[src/rtl/piso_pkg.sv]
// Shared constants and FSM state encodings for the PISO serializer slice.
package piso_pkg;

    localparam int DATA_W             = 8;
    localparam int DEPTH_FIFO_DEFAULT = 16;

    typedef enum logic [2:0] {
        S_IDLE  = 3'b001,
        S_LOAD  = 3'b010,
        S_SHIFT = 3'b100
    } state_t;

endpackage

[src/rtl/piso_serializer_fifo.sv]
// fifo_sync: single-clock byte buffer with synchronous reset and registered read data.
module fifo_sync #(
    parameter int DEPTH = 16,
    parameter int WIDTH = 8
) (
    input  logic             sclk_i,
    input  logic             rst_i,
    input  logic             wr_en,
    input  logic [WIDTH-1:0] wr_data,
    input  logic             rd_en,
    output logic [WIDTH-1:0] rd_data,
    output logic             full,
    output logic             empty
);

    localparam int AW = $clog2(DEPTH);

    logic [WIDTH-1:0] mem [DEPTH];
    logic [AW-1:0]    wr_ptr;
    logic [AW-1:0]    rd_ptr;
    logic [AW:0]      count;
    logic             push;
    logic             pop;

    assign full  = (count == (AW+1)'(DEPTH));
    assign empty = (count == '0);
    assign push  = wr_en && !full;
    assign pop   = rd_en && !empty;

    // Storage has no reset so it can map onto a register array or RAM.
    always_ff @(posedge sclk_i) begin
        if (push) begin
            mem[wr_ptr] <= wr_data;
        end
    end

    always_ff @(posedge sclk_i) begin
        if (rst_i) begin
            wr_ptr  <= '0;
            rd_ptr  <= '0;
            count   <= '0;
            rd_data <= '0;
        end else begin
            if (push) begin
                wr_ptr <= wr_ptr + 1'b1;
            end
            if (pop) begin
                rd_data <= mem[rd_ptr];
                rd_ptr  <= rd_ptr + 1'b1;
            end
            case ({push, pop})
                2'b10:   count <= count + 1'b1;
                2'b01:   count <= count - 1'b1;
                default: count <= count;
            endcase
        end
    end

endmodule

[src/rtl/piso_serializer.sv]
// Byte-in, bit-out serializer with a byte FIFO and framing flags, LSB first.
// Define PISO_PARITY_EN to append an even-parity bit, giving 9-bit frames.
//
// state   | meaning
// S_IDLE  | waiting for a buffered byte; pops it when the FIFO is non-empty
// S_LOAD  | FIFO read data is valid; load the shift register
// S_SHIFT | driving bits; one bit moves per edge with ready_i high
module piso_serializer
    import piso_pkg::*;
#(
    parameter int DEPTH_FIFO = DEPTH_FIFO_DEFAULT
) (
    input  logic              sclk_i,
    input  logic              rst_i,
    input  logic [DATA_W-1:0] data_i,
    input  logic              valid_i,
    output logic              ready_o,
    output logic              data_o,
    output logic              valid_o,
    input  logic              ready_i,
    output logic              sof_o,
    output logic              last_o
);

`ifdef PISO_PARITY_EN
    localparam int FRAME_W = DATA_W + 1;
`else
    localparam int FRAME_W = DATA_W;
`endif
    localparam logic [3:0] LAST_BIT = 4'(FRAME_W - 1);
    localparam logic [3:0] PRE_LAST = 4'(FRAME_W - 2);

    state_t              state;
    logic [FRAME_W-1:0]  shift_reg;
    logic [FRAME_W-1:0]  frame_load;
    logic [3:0]          bit_cnt;
    logic [DATA_W-1:0]   fifo_rd_data;
    logic                fifo_full;
    logic                fifo_empty;
    logic                fifo_wr;
    logic                fifo_rd;
    logic                bit_xfer;
    logic                last_bit;

    assign ready_o  = !rst_i && !fifo_full;
    assign fifo_wr  = valid_i && ready_o;
    assign bit_xfer = (state == S_SHIFT) && ready_i;
    assign last_bit = (bit_cnt == LAST_BIT);
    // Pop early so read data is already registered when S_LOAD samples it.
    assign fifo_rd  = !fifo_empty &&
                      ((state == S_IDLE) || (bit_xfer && last_bit));
    assign data_o   = shift_reg[0];

`ifdef PISO_PARITY_EN
    assign frame_load = {^fifo_rd_data, fifo_rd_data};
`else
    assign frame_load = fifo_rd_data;
`endif

    fifo_sync #(
        .DEPTH (DEPTH_FIFO),
        .WIDTH (DATA_W)
    ) u_fifo (
        .sclk_i  (sclk_i),
        .rst_i   (rst_i),
        .wr_en   (fifo_wr),
        .wr_data (data_i),
        .rd_en   (fifo_rd),
        .rd_data (fifo_rd_data),
        .full    (fifo_full),
        .empty   (fifo_empty)
    );

    always_ff @(posedge sclk_i) begin
        if (rst_i) begin
            state     <= S_IDLE;
            shift_reg <= '0;
            bit_cnt   <= '0;
            valid_o   <= 1'b0;
            sof_o     <= 1'b0;
            last_o    <= 1'b0;
        end else begin
            case (state)
                S_IDLE: begin
                    if (!fifo_empty) begin
                        state <= S_LOAD;
                    end
                end
                S_LOAD: begin
                    shift_reg <= frame_load;
                    bit_cnt   <= '0;
                    valid_o   <= 1'b1;
                    sof_o     <= 1'b1;
                    last_o    <= 1'b0;
                    state     <= S_SHIFT;
                end
                S_SHIFT: begin
                    if (ready_i) begin
                        shift_reg <= shift_reg >> 1;
                        bit_cnt   <= bit_cnt + 4'd1;
                        sof_o     <= 1'b0;
                        last_o    <= (bit_cnt == PRE_LAST);
                        if (last_bit) begin
                            valid_o <= 1'b0;
                            last_o  <= 1'b0;
                            state   <= fifo_empty ? S_IDLE : S_LOAD;
                        end
                    end
                end
                default: begin
                    state   <= S_IDLE;
                    valid_o <= 1'b0;
                    sof_o   <= 1'b0;
                    last_o  <= 1'b0;
                end
            endcase
        end
    end

endmodule
[config.mk]
export PLATFORM = sky130hd
export DESIGN_NAME = piso_serializer
export DESIGN_NICKNAME = d
export VERILOG_FILES = /design/src/rtl/piso_pkg.sv /design/src/rtl/piso_serializer_fifo.sv /design/src/rtl/piso_serializer.sv
export SDC_FILE = /design/constraint.sdc
export NUM_CORES = 1
export LEC_CHECK = 0
export CAP_MARGIN = 20
export CORE_ASPECT_RATIO = 2
export CORE_MARGIN = 1
export CORE_UTILIZATION = 47
export DETAILED_ROUTE_END_ITERATION = 7
export PLACE_DENSITY = 0.7
export SYNTH_ARGS = -nofsm -noshare
export SYNTH_HDL_FRONTEND = slang
export SYNTH_SLANG_ARGS = --single-unit
[constraint.sdc]
create_clock -name sclk_i -period 2.5 [get_ports sclk_i]
set_input_delay 0.375 -clock sclk_i [delete_from_list [all_inputs] [get_ports sclk_i]]
set_output_delay 0.375 -clock sclk_i [all_outputs]
set_load 0.01 [all_outputs]
* Word level (Yosys, flattened, before mapping)
Memory sizes are Yosys's and may differ from the RTL's. A register that Yosys moved wholly into a read port is not among the register bits.
Cells that the tools add are included.
W data, S select, Z words.
** Word-level totals
- Register bits after elaboration :: 31
- Memory bits (writable) :: 128
- Output and inout port bits :: 5
- Memories :: 1
** Memories
- u_fifo.mem :: words 16, bits a word 8, rd ports 1, clocked after memory_dff 1, wr ports 1, line piso_serializer_fifo.sv:18 : logic [WIDTH-1:0] mem [DEPTH];
** Cells by class
- Add/subtract/negate cells :: 5
- Eq/ne operators :: 11
- Muxes and demuxes :: 20
- Bitwise gates (word level) :: 1
- Reduce and logical (&&, ||, !) cells :: 18
** Operator list (number)
- $pmux W8 S2 :: 1
- $add A4 B1 Y4 const B :: 3
- $pmux W5 S2 :: 1
- $mux W3 :: 3
- $pmux W3 S3 :: 1
- $eq A4 B3 Y1 const B :: 2
- $mux W8 :: 1
- $pmux W4 S2 :: 1
- $logic_and A1 B1 Y1 :: 7
- $mux W1 :: 7
- $ne A2 B2 Y1 const B :: 3
- $pmux W1 S3 :: 2
- $reduce_and A3 Y1 :: 2
- $add A5 B1 Y5 const B :: 1
- $eq A5 B5 Y1 const B :: 1
- $logic_not A5 Y1 :: 1
- $sub A5 B1 Y5 const B :: 1
- $mux W4 :: 1
- $reduce_and A2 Y1 :: 2
- $reduce_bool A2 Y1 :: 2
- $eq A3 B1 Y1 const B :: 1
- $eq A3 B2 Y1 const B :: 1
- $eq A3 B3 Y1 const B :: 1
- $logic_not A1 Y1 :: 3
- 6 further kinds :: 6

* Logic depth before layout (Yosys ltp)
Gate-level depths: netlist of run 1.
- Depth after elaboration :: 8
- Gate-level depth with buffers :: 11

* Hierarchy
From an unflattened synthesis of run 1, not the netlist that was laid out.
** Unflattened totals
- Cells, all modules :: 468
- Area total of the unflattened synthesis :: 7014.2 sq um
** By module, submodules not included
- fifo_sync :: times used 1, cells each 360, area each 6012.0 sq um, sequential area each 4264.1 sq um
- piso_serializer :: times used 1, cells each 108, area each 1002.2 sq um, sequential area each 360.3 sq um

* Worst setup path after synthesis of run 1
Ideal clock, no wire load.
- Path kind :: register to register
- Start :: register u_fifo.count[0]
- End :: register u_fifo.count[4]
- Setup time :: 0.071 ns
- Arrival :: 2.675 ns
- Path slack :: -0.246 ns
- Stages on the path, launching flop included :: 12
- Buffers on the path :: 1
- Cell sequence :: dfxtp_1 nor4_2 and2b_2 nor2_4 buf_6 ha_1 fa_1 a21o_1 a21oi_1 xor2_1 or3_1 a21oi_1
** On the way
- Elaborated cells between the ends (all ways) :: 15
** RTL lines
- from (decl) :: line piso_serializer_fifo.sv:21 : logic [AW:0] count;
- from (signal assigned) :: line piso_serializer_fifo.sv:52 : 2'b10: count <= count + 1'b1;
- from (signal assigned) :: line piso_serializer_fifo.sv:53 : 2'b01: count <= count - 1'b1;
- from (signal assigned) :: line piso_serializer_fifo.sv:54 : default: count <= count;
- $logic_not A5 Y1 (*) :: line piso_serializer_fifo.sv:26 : assign empty = (count == '0);
- $logic_not A1 Y1 (*) :: line piso_serializer_fifo.sv:28, piso_serializer.sv:50
- $logic_and A1 B1 Y1 :: line piso_serializer.sv:50 : assign fifo_rd = !fifo_empty &&
- $logic_and A1 B1 Y1 (*) :: line piso_serializer_fifo.sv:28 : assign pop = rd_en && !empty;
- via u_fifo.pop :: line piso_serializer_fifo.sv:23 : logic pop;
- $eq A2 B1 Y1 / $eq A2 B2 Y1 (equally long branches) :: line piso_serializer_fifo.sv:51 : case ({push, pop})
- $pmux W5 S2 / $reduce_bool A2 Y1 (equally long branches)
The timed path passes the listed nets; every way through them passes the cells marked *.
A chain may end at the register's enable or synchronous reset.

* Final worst setup path of run 1
- Start :: register u_fifo.count[1]
- End :: register u_fifo.count[4]
** On the way
- Longest elaborated chain between the ends :: 7
- Elaborated cells between the ends (all ways) :: 15
** Ends and longest elaborated chain
- $eq A5 B5 Y1 :: line piso_serializer_fifo.sv:25 : assign full = (count == (AW+1)'(DEPTH));
- $logic_not A1 Y1 :: line piso_serializer_fifo.sv:27, piso_serializer.sv:45
- $logic_and A1 B1 Y1 :: line piso_serializer.sv:45 : assign ready_o = !rst_i && !fifo_full;
- $logic_and A1 B1 Y1 :: line piso_serializer.sv:46 : assign fifo_wr = valid_i && ready_o;
- $logic_and A1 B1 Y1 :: line piso_serializer_fifo.sv:27 : assign push = wr_en && !full;
- $eq A2 B1 Y1 / $eq A2 B2 Y1 (equally long branches) :: line piso_serializer_fifo.sv:51
- $pmux W5 S2 / $reduce_bool A2 Y1 (equally long branches)
Parallel ways exist; a longest one is shown, timed or not.

==> results of run 1 <==
==> synthesized netlist by cell type (7+ instances only) <==
cell type | instances | area share (%)
edfxtp_1 | 128 | 56
dfxtp_1 | 39 | 11
nor2_1 | 36 | 2.0
nand2_1 | 30 | 1.6
mux4_2 | 25 | 8.2
a21oi_1 | 20 | 1.5
a22oi_1 | 16 | 1.8
ha_1 | 11 | 2.0
mux2i_1 | 10 | 1.5
o21ai_0 | 10 | 0.73
clkbuf_1 | 8 | 0.44
a211oi_1 | 7 | 0.77
mux4_1 | 7 | 2.7
nand2b_1 | 7 | 0.64
nor3_1 | 7 | 0.51
==> placed cells by master (no fill, tap or decap), types with 10 or more instances in the layout <==
master and n:
a21oi_1 18, a22oi_1 16, buf_4 35, clkbuf_16 18, clkdlybuf4s50_1 16, dfxtp_1 34, edfxtp_1 128, ha_1 10
mux2i_1 10, mux4_2 25, nand2_1 30, nor2_1 36, o21ai_0 10
==> worst min-delay path: stages, from the launching register on <==
cell     delay (ns)
dfxtp_1        0.31
nand2_1        0.05
a21oi_1        0.05
==> layout make-up <==
type                    instances  area, um^2  share of cell area (%)
flip-flops and latches        167        4630                    57.7
multi-input cells             232        2090                    26.1
repair buffers                 53         463                    5.77
clock buffers                  18         450                    5.62
well taps                     192         240                    3.00
clock inverters                14         124                    1.54
inverters                       6        22.5                   0.281
==> timing repair <==
action / CTS / global route
setup buffers: 0 / 1
resized for setup: 0 / 3
endpoints found under the hold margin: 0 / 0
endpoints found under the setup margin: 0 / 1
==> worst paths after layout <==
path,end
hold / removal,shift_reg[7]
hold reg to reg,shift_reg[7]
setup / recovery,u_fifo.count[4]
setup reg to reg,u_fifo.count[4]
==> routing by layer <==
layer | GRT usage, % | vias to the layer above | routed length, um
li1 | - | 1751 | -
met1 | 19.7 | 1867 | 4720
met2 | 36.1 | 60 | 7710
met3 | 3.72 | 25 | 327
met4 | 10.5 | 0 | 387
met5 | 0 | - | 0
==> stage by stage <==
stage                     setup TNS (ns)  worst slack, ns  total power [mW]
after global placement           -0.0827          -0.0827              5.36
after detailed placement          -0.227           -0.165              5.45
after CTS                              0           0.0453              7.95
after global routing             -0.0668          -0.0668              8.33
final                                  0           0.0847              7.94
after floorplan                        0          0.00168              4.87
==> cell families after synthesis <==
group           Yosys count
fa+ha+maj                12
flops                   167
buf+inv                  31
mux                      42
compound gates           64
xor+xnor                 12
simple gates            102
==> power breakdown <==
part / total (mW) / switching, mW / internal [mW]
Combinational: 2.12 / 1.05 / 1.07
Sequential: 3.31 / 0.154 / 3.16
Clock: 2.51 / 1.14 / 1.37
Total: 7.94 / 2.34 / 5.60
==> flow_summary.yaml, run 1 <==
run_status:
  status: "finished clean"
grt:
  antenna_found_initial: 0
  grt_max_degree: 41
  grt_pass1_vias: 4049
  grt_pass1_wl_um: 21300
  globalRouteTotalUtil_pct: 19.5
  gr-total-overflow: 0
sta:
  rsz0062_at_grt: "true"
  fin_crit_ns: 2.42
  slew_violations: 0
  final-hold-violation-count: 0
  tightest_slew_ns: 0.716
  max_freq_mhz: 414
  skew_ns: 0.0156
  setup_violations: 0
  timing.final.crit_share_pct: 96.6
  hold_slack_ns: 0.458
  relSlewSlack_pct: 52.1
yosys:
  synth_edf_count: 128
  ys_seq_area_share_pct: 67.6
  synth_xor_xnor_area_share_pct: 1.54
  yosysWarnings: 0
  avgSynthCellArea_um2: 15.9
  synthArstFlopShare_pct: 0
  synthAdderAreaFrac_pct: 2.30
  synth_seq_cells: 167
  synth-main-ff-cell: "edfxtp_1"
  syn_area_um2: 6840
  synth_top_family_by_area: "multiplexers"
  synth_compound_area_share_pct: 6.29
  postSynthCellCount: 430
  synth_nets: 454
  yosys.area_share.simple_pct: 7.37
  muxShareOfSynthArea_pct: 12.4
  ys_types: 46
final_layout:
  largest_reg_flops: 128
  fillers: 1126
  finalInstanceArea_um2: 8020
  fin_util_pct: 56.2
  area_growth_pct: 17.2
  stdcell_count: 682
  layout.nets: 501
  antenna_cells: 0
  layout-drive-gt1-share_pct: 23.1
power:
  cellPowerDensity_nw_per_um2: 990
  vdd.ir_drop.worst_mv: 0.583
  power.leakage_nw: 2.66
clock_tree:
  cts_buffers: 17
  htreeDepth: 4
  root_buffer: "clkbuf_16"
  cts_tree: "done"
  postCtsHoldBufs: 0
  clk_latency_ns: 0.43
  clk_path_buf_depth: 2
  path_clk_slew_ns: 0.07
  clock-sinks: 167
worst_setup_path:
  worst-path-stages: 10
  critPathLaunch: "u_fifo.count[1]"
  reg2regPathDepth: 10
  endpoint_kind: "flip-flop"
  cp.arrival_ns: 2.77
  crit_required_ns: 2.86
  cp_top_family: "simple AND/OR/NAND/NOR gates"
  ff2ff_setup_slack_ns: 0.08
  crit_fanout: 4
  crit_type: "flip-flop to flip-flop"
  cp_common_cell: "a21oi_2"
  cp_num_buf_inv: 0
  crit_path_max_incr_delay_ns: 0.36
  critPathSlowestCell: "nor4_4"
  crit_chain: "nor4_4 > and2b_2 > nor2_4 > ha_4 > fa_2 > a21o_1 > a21oi_2 > xor2_1 > or3_1 > a21oi_2"
  r2r-start: "u_fifo.count[1]"
  critPathLaunchType: "flip-flop"
route:
  ant_nets: 0
  drc_errors: 0
  wirelength_um: 13100
  wl_per_cell_um: 19.3
  avgViaCountPerCell: 5.43
  dr.pass1.iters: 4
  vias: 3703
  drtIter0Drc: 152
floorplanning:
  die_height_um: 173
  coreArea_um2: 14300
  dieArea_um2: 15100
  initial_utilization_pct: 47.9
  rows: 62
  ioPinCount: 17
  die_w_um: 87.3
placement:
  gp_routability_congestion: 0.726
  dpl_cell_area_um2: 7430
  hpwl_um: 9110
  numPortBuffers: 16
  placed_cells: 649
min_path:
  hold_path_depth: 2
  hp-start: "u_fifo.rd_data[7]"
  hold_path.class: "flip-flop to flip-flop"
job:
  maxCapViolCount: 0
Note: power is estimated with default switching activity, not from simulation.
==> run 2, diff against run 1 <==
--- a/config.mk
+++ b/config.mk
@@ -10,7 +10,7 @@
 export CORE_MARGIN = 1
 export CORE_UTILIZATION = 47
 export DETAILED_ROUTE_END_ITERATION = 7
-export PLACE_DENSITY = 0.7
+export DONT_BUFFER_PORTS = 1
 export SYNTH_ARGS = -nofsm -noshare
 export SYNTH_HDL_FRONTEND = slang
 export SYNTH_SLANG_ARGS = --single-unit
==> constraint.sdc (replaced) <==
create_clock -name sclk_i -period 2.65 [get_ports sclk_i]
set_input_delay 0.3975 -clock sclk_i [delete_from_list [all_inputs] [get_ports sclk_i]]
set_output_delay 0.3975 -clock sclk_i [all_outputs]
set_load 0.01 [all_outputs]
==> flow_summary.yaml, run 2 (same netlist as run 1, synthesis figures left out) <==
run_status:
  status: "finished clean"
power:
  pwr-share-seq_pct: 42.8
  p_switching_mw: 2.08
  p_int_mw: 5.16
  vdd.ir_drop.worst_mv: 0.465
  cellPowerDensity_nw_per_um2: 935
  pwr-share-comb_pct: 24.9
  power.leakage_nw: 2.53
  p_clk_share_pct: 32.3
  sw_frac_of_total_pct: 28.7
sta:
  final-hold-violation-count: 0
  max_freq_mhz: 403
  tightest_slew_ns: 0.770
  setup_violations: 0
  slew_violations: 0
  fin_ws_ns: 0.168
  rsz0062_at_grt: "false"
  relSlewSlack_pct: 48.6
  skew_ns: 0.0126
  timing.final.crit_share_pct: 93.6
  fin_crit_ns: 2.48
  setup_tns_ns: 0
placement:
  numPortBuffers: 0
  dp_slack_ns: 0.0352
  gp_routability_congestion: 0.755
  hpwl_um: 9070
final_layout:
  antenna_cells: 0
  layout.nets: 476
  layout-drive-gt1-share_pct: 21.3
  largest_reg_flops: 128
  final_cell_mix: "edfxtp_1 (128), dfxtp_1 (38), nor2_1 (36)"
  fillers: 1200
  area_growth_pct: 13.1
  layout_commonest_cell: "edfxtp_1"
worst_setup_path:
  critPathSlowestCell: "dfxtp_1"
  r2r_end: "u_fifo.count[4]"
  reg2regPathDepth: 10
  cp.arrival_ns: 2.84
  crit_path_end: "u_fifo.count[4]"
  crit_required_ns: 3.01
  crit_fanout: 5
  crit_type: "flip-flop to flip-flop"
  r2r-start: "u_fifo.count[3]"
  crit_chain: "nor4_4 > and2b_2 > nor2_4 > ha_4 > fa_2 > a21o_1 > a21oi_2 > xor2_1 > or3_1 > a21oi_1"
  endpoint_kind: "flip-flop"
  critPathLaunch: "u_fifo.count[3]"
  critPathLaunchType: "flip-flop"
  ff2ff_setup_slack_ns: 0.17
  crit_path_max_incr_delay_ns: 0.35
grt:
  grt_pass1_vias: 3822
  antenna_found_initial: 0
  globalRouteTotalUtil_pct: 19.5
  grt_max_degree: 42
  grt_pass1_wl_um: 20900
  gr-total-overflow: 0
clock_tree:
  clock-sinks: 167
  root_buffer: "clkbuf_16"
  cts_tree: "done"
  clk_latency_ns: 0.43
  htreeDepth: 4
  clk_path_buf_depth: 2
  path_clk_slew_ns: 0.07
  cts_buffers: 17
floorplanning:
  rows: 62
  coreArea_um2: 14300
  dieArea_um2: 15100
  initial_utilization_pct: 47.9
  die_height_um: 173
  ioPinCount: 17
  die_w_um: 87.3
job:
  maxCapViolCount: 0
route:
  wirelength_um: 13200
  drc_errors: 0
  dr.pass1.iters: 4
  avgViaCountPerCell: 5.42
  drtIter0Drc: 239
  vias: 3561
  wl_per_cell_um: 20.1
  ant_nets: 0
min_path:
  hold_path.class: "input pin to flip-flop"
run 2: cell count changes in the layout (fill, tap and decap cells not counted), sizes merged:
cell,before,now
clkbuf,18,21
buf,37,28
inv,17,14
clkdlybuf4s50,16,0
run 2: power by group through the flow:
stage,Sequential [mW],Clock (mW),Combinational (mW)
2_1_floorplan,3.13,0,1.42
3_3_place_gp,3.14,0,1.74
3_5_place_dp,3.15,0,1.78
5_1_grt,3.11,2.49,1.99
6_report,3.09,2.33,1.80
4_1_cts,3.10,2.39,1.78
run 2: repair_timing:
item | in CTS | in global routing
buffers inserted | 0 | 0
hold buffers | 0 | 0
resized for setup | 0 | 4
endpoints found under the setup margin | 0 | 1
run 2: layout make-up:
| cell class | count | area, um^2 | share of cell area, % |
|---|---|---|---|
| clock buffer | 21 | 482 | 6.23 |
| sequential | 167 | 4630 | 59.8 |
| multi-input combinational | 232 | 2070 | 26.8 |
| tap | 192 | 240 | 3.10 |
| timing repair buffer | 28 | 210 | 2.72 |
| clock inverter | 11 | 82.6 | 1.07 |
| inverter | 6 | 22.5 | 0.291 |
run 2: worst min-delay path by stage:
stage	startpoint	slack, ns	depth (start not counted)	end
floorplan	u_fifo.rd_data[7]	0.43	2	shift_reg[7]
global placement	shift_reg[7]	0.46	2	shift_reg[7]
detailed placement	shift_reg[7]	0.46	2	shift_reg[7]
CTS	rst_i	0.01	1	u_fifo.rd_data[1]
global route	rst_i	0.01	1	u_fifo.rd_data[1]
finish	rst_i	0.04	1	sof_o
run 2: critical path: cells and delay by family, from the launching register on:
family / cells / cell delay [ns]
AOI/OAI and AO/OA: 3 / 0.49
xor gates and xnor gates: 1 / 0.08
adders and majority gates: 2 / 0.54
DFF: 1 / 0.35
and+or+nand+nor: 4 / 0.96
run 2: per-stage QoR:
step | total power [mW] | hold slack [ns] | util [%] | instances | area (um^2)
CTS | 7.26 | 0.00967 | 54.1 | 657 | 7720
detailed placement | 4.93 | 0.462 | 50.1 | 625 | 7150
finish | 7.23 | 0.0370 | 54.2 | 657 | 7740
global route | 7.59 | 0.0117 | 54.2 | 657 | 7740
floorplan | 4.55 | 0.428 | - | 430 | 6850
global placement | 4.88 | 0.456 | 50.1 | 625 | 7150
run 2: routing by layer:
metal	vias to the layer above	wire, um	track usage (%)
met1	1800	4890	20.6
met2	48	7650	35.8
met5	-	0	0
met3	24	313	3.87
li1	1689	-	-
met4	0	313	9.02
